$ cat config.mk
export PLATFORM = sky130hd
export DESIGN_NAME = reg_wb_arbiter
export DESIGN_NICKNAME = d
export VERILOG_FILES = /design/src/rtl/reg_wb_arbiter.sv
export SDC_FILE = /design/constraint.sdc
export NUM_CORES = 1
export LEC_CHECK = 0
export BUFFER_PORTS_ARGS = -buffer_cell sky130_fd_sc_hd__buf_2
export CAP_MARGIN = 10
export CORE_UTILIZATION = 29
export CTS_BUF_LIST = sky130_fd_sc_hd__clkbuf_4
export DETAILED_ROUTE_END_ITERATION = 10
export RECOVER_POWER = 50
export SYNTH_ARGS = -nofsm -noshare
export SYNTH_HDL_FRONTEND = slang
export SYNTH_SLANG_ARGS = --single-unit
$ cat constraint.sdc
create_clock -name CLK -period 4.6 [get_ports CLK]
set_clock_uncertainty 0.1 [all_clocks]
set_input_delay 0.23 -clock CLK [delete_from_list [all_inputs] [get_ports CLK]]
set_output_delay 0.23 -clock CLK [all_outputs]
set_load 0.01 [all_outputs]
$ cat src/rtl/reg_wb_arbiter.sv
// Merges ALU and load writebacks into one register-file write port through an in-order queue.
// Latency: one cycle from accept to write; READY reflects start-of-cycle occupancy only.
module reg_wb_arbiter #(
  parameter int DEPTH = 4
) (
  input  logic        CLK,
  input  logic        RESET,
  input  logic        A_VALID,
  input  logic [4:0]  A_REG,
  input  logic [63:0] A_DATA,
  output logic        A_READY,
  input  logic        B_VALID,
  input  logic [4:0]  B_REG,
  input  logic [63:0] B_DATA,
  output logic        B_READY,
  output logic        REG_WRITE_ENABLE,
  output logic [4:0]  WRITE_REG,
  output logic [63:0] WRITE_DATA,
  output logic [31:0] PENDING_MASK,
  output logic        BUSY
);

  localparam int AW = $clog2(DEPTH);
  localparam int CW = AW + 1;
  localparam logic [CW-1:0] FULL = CW'(DEPTH);

  logic [AW-1:0] wr_ptr;
  logic [AW-1:0] rd_ptr;
  logic [AW-1:0] b_slot;
  logic [AW-1:0] off;
  logic [CW-1:0] count;
  logic [CW-1:0] free_slots;
  logic [CW-1:0] need_b;
  logic [4:0]    q_reg  [DEPTH];
  logic [63:0]   q_data [DEPTH];
  logic          busy;
  logic          a_live;
  logic          push_a;
  logic          push_b;
  logic [31:0]   pending;

  assign busy       = (count != '0);
  assign a_live     = A_VALID && (A_REG != 5'd0);
  assign free_slots = FULL - count;
  // B must leave room for a live A request, which always goes in first
  assign need_b     = a_live ? CW'(2) : CW'(1);

  assign A_READY = !RESET && (count < FULL);
  assign B_READY = !RESET && (free_slots >= need_b);

  // Register-0 requests handshake normally but never occupy a slot
  assign push_a = a_live && A_READY;
  assign push_b = B_VALID && B_READY && (B_REG != 5'd0);
  assign b_slot = wr_ptr + AW'(push_a);

  assign REG_WRITE_ENABLE = busy;
  assign BUSY             = busy;
  assign WRITE_REG        = busy ? q_reg[rd_ptr]  : 5'd0;
  assign WRITE_DATA       = busy ? q_data[rd_ptr] : 64'd0;

  always_ff @(posedge CLK) begin
    if (RESET) begin
      count  <= '0;
      wr_ptr <= '0;
      rd_ptr <= '0;
    end else begin
      wr_ptr <= wr_ptr + AW'(push_a) + AW'(push_b);
      rd_ptr <= rd_ptr + AW'(busy);
      count  <= count + CW'(push_a) + CW'(push_b) - CW'(busy);
    end
  end

  always_ff @(posedge CLK) begin
    if (push_a) begin
      q_reg[wr_ptr]  <= A_REG;
      q_data[wr_ptr] <= A_DATA;
    end
    if (push_b) begin
      q_reg[b_slot]  <= B_REG;
      q_data[b_slot] <= B_DATA;
    end
  end

  // A slot is live when its distance from the head is below the occupancy
  always_comb begin
    pending = '0;
    off     = '0;
    for (int i = 0; i < DEPTH; i++) begin
      off = AW'(i) - rd_ptr;
      if ({1'b0, off} < count) pending[q_reg[i]] = 1'b1;
    end
    pending[0] = 1'b0;
  end

  assign PENDING_MASK = pending;

endmodule

==> qor.txt <==
status -> complete, but fails checks
failing checks -> max-capacitance violations, max-slew violations
register area -> 8440 um2
Tcrit/Tclk final -> 92.3%
Worst path max stage delay -> 830 ps
post-layout util -> 37.6%
Worst Tran Pin Value -> 1780 ps
CP Launch Type -> primary input
most common cell after layout, fill and taps aside -> edfxtp_1
ys flop type -> edfxtp_1
Final Wtd Congestion -> 0.900
CP arrival -> 4360 ps
area grow syn2layout -> 27.6%
CP max FO -> 38
slowest stage cell, crit path -> a2bb2oi_1
fin nets -> 1647
maximum vdd ir drop -> 0.292 mV
CTS Root Cell -> clkbuf_4
CTS H-tree depth -> 3
Remaining DRCs -> 0
vias per cell -> 4.72
syn_nets -> 1151
synth warn -> 0
post-route setup TNS -> 0 ps
fin crit period -> 4250 ps
worst setup path class -> primary input to flip-flop
Initial Util -> 29.5%
design area -> 21300 um2
initial antenna violation count -> 3
PortBufs -> 245
Reg clk slew, reported paths -> 60 ps
Mapped Cells -> 993
mapped cell area -> 16700 um2
FFs w/ async S/R, synth -> 0%
Largest register FFs -> 256
syn_area_per_cell -> 16.8 um2
Max Cap Viol -> 1
Final Hold Viols -> 0
CTS tree -> built
cells along the critical path -> dlygate4sd3_1 > clkbuf_1 > or4_1 > o21ai_0 > ha_1 > or2b_2 > a2bb2oi_1 > nor4_4 > o21bai_1 > clkbuf_2
Cells after DPL -> 1954
Unique masters post-synth -> 54
Setup Buffers After CTS -> 0
FP Rows -> 87
number of flops mapped to enable cells by yosys -> 276
first-pass GRT wire length -> 70700 um
final setup vio count -> 0
Buf+Inv Stages, Crit Path -> 3
Worst-Skew Late Latency -> 780 ps
drt pass-1 iters -> 6
DR WL/cell -> 20.4 um
multi-input logic area -> 7190 um2
register bit total from synthesis -> 283
Chip Width -> 242 um
Die Height -> 242 um
TritonCTS Buffers -> 78
Ports -> 247
RSZ-0062 raised after global routing -> no
pwr dens -> 515 nW/um2
number of global-route vias before repair -> 11800
die area -> 58600 um2
share of post-route cells with drive strength above 1 -> 38.4%
CTS Buffer Depth -> 3
DRT antenna net count -> 0
Post-Layout Cell Count -> 2295
static leakage -> 7.79 nW
most frequent cells in the layout -> edfxtp_1, buf_2, dlygate4sd3_1
Max Fclk -> 0.235 GHz
largest net degree at the start of global routing -> 73
fillcell total -> 5525
DR iter-0 viols -> 542
Total GRT Usage -> 15.8%
Placed Area -> 18800 um2
Slew headroom -> -18.7%
Post-Route WL -> 46800 um
Core Region -> 56700 um2
crit path capture type -> flip-flop
Required @ worst endpoint -> 4720 ps
gr ovfl total -> 0
vias post-DR -> 10800
sequential-to-total area share from yosys stat -> 50.4%
Final Max Tran Viols -> 73
clock sink total -> 283
crit-path leading delay family -> buffers and inverters
Hold Crit Class -> primary input to flip-flop
Post-DP HPWL -> 28500 um
-- layer usage --
layer | vias to the layer above | share of wire (%) | track usage (%)
met4 | 2 | 2.5 | 6.29
met2 | 302 | 50 | 27.5
li1 | 5009 | - | -
met5 | - | 0.028 | 0
met3 | 70 | 5.8 | 4.05
met1 | 5442 | 42 | 18.6
-- worst paths after layout --
path / end / startpoint / slack (ps) / cells past startpoint
max: q_data[2][22]$_DFFE_PP_ / A_REG[0] / 350 / 10
min: q_data[2][25]$_DFFE_PP_ / A_DATA[25] / 210 / 3
max reg2reg: q_data[3][20]$_DFFE_PP_ / count[0]$_SDFF_PP0_ / 580 / 13
min reg2reg: count[0]$_SDFF_PP0_ / count[0]$_SDFF_PP0_ / 640 / 3
-- cell usage after synthesis (all sizes together), types with 2 or more instances --
cell type | number | area (um2)
and3b | 3 | 26.3
and2 | 71 | 444
a211oi | 2 | 15.0
o21ai | 4 | 31.3
nand2b | 14 | 87.6
mux2 | 276 | 4100
and3 | 4 | 25.0
dfxtp | 7 | 140
nor3b | 6 | 45.0
or3 | 2 | 12.5
o21bai | 4 | 30.0
nand2 | 10 | 37.5
buf | 40 | 385
nor2 | 22 | 82.6
o2111ai | 9 | 78.8
fa | 2 | 40.0
inv | 23 | 86.3
nand3 | 2 | 10.0
ha | 14 | 175
o22ai | 23 | 144
clkbuf | 26 | 97.6
xnor2 | 5 | 43.8
o211ai | 2 | 15.0
mux4 | 69 | 1550
a32o | 7 | 70.1
nor2b | 14 | 90.1
or4 | 2 | 18.8
nor4 | 3 | 48.8
nor3 | 4 | 42.5
a221o | 31 | 310
or2 | 5 | 31.3
edfxtp | 276 | 8290
-- worst min-delay path, stage by stage --
cell and delay, ps:
dlygate4sd3_1 510, buf_2 130, mux2_1 120
-- stage by stage --
| step | setup slack (ps) | hold slack, ps | total power [mW] |
|---|---|---|---|
| after global placement | 1020 | 459 | 8.87 |
| after global routing | 163 | 146 | 11.7 |
| after CTS | 556 | 84.5 | 11.6 |
| final | 353 | 208 | 11.0 |
| after detailed placement | 973 | 472 | 8.92 |
| after floorplan | -701 | 328 | 7.19 |
-- cells by family (layout without fill, tap and decap cells) --
kind of cell | Yosys count | after routing | share of synthesized area (%)
multiplexers | 345 | 345 | 33.8
flip-flops | 283 | 283 | 50.4
AND/OR/NAND/NOR | 167 | 167 | 6.31
buffers and inverters | 89 | 633 | 3.41
AO/OA/AOI/OAI | 86 | 86 | 4.41
adder cells (fa/ha/maj) | 16 | 16 | 1.29
XOR/XNOR | 6 | 6 | 0.314
other | 1 | 3 | 0.0224
-- final cells by class --
cell class	instances	area share, %
tap	756	4.44
inverter	23	0.405
multi-input combinational	621	33.7
clock inverter	13	0.651
sequential	283	39.6
timing repair buffer	482	17.2
antenna	2	0.0235
clock buffer	115	4.05
-- power breakdown --
| part | switching (mW) | internal (mW) | total, mW | leakage (nW) |
|---|---|---|---|---|
| combinational | 2.63 | 2.19 | 4.82 | 4.62 |
| clock | 1.07 | 1.30 | 2.37 | 0.593 |
| sequential | 0.258 | 3.54 | 3.80 | 2.58 |
-- what timing repair did --
item                                   in CTS  in global routing
resized for setup                           0                  0
hold buffers                              210                  0
endpoints found under the hold margin     283                  0
No activity file was read; power rests on OpenSTA's default activity.
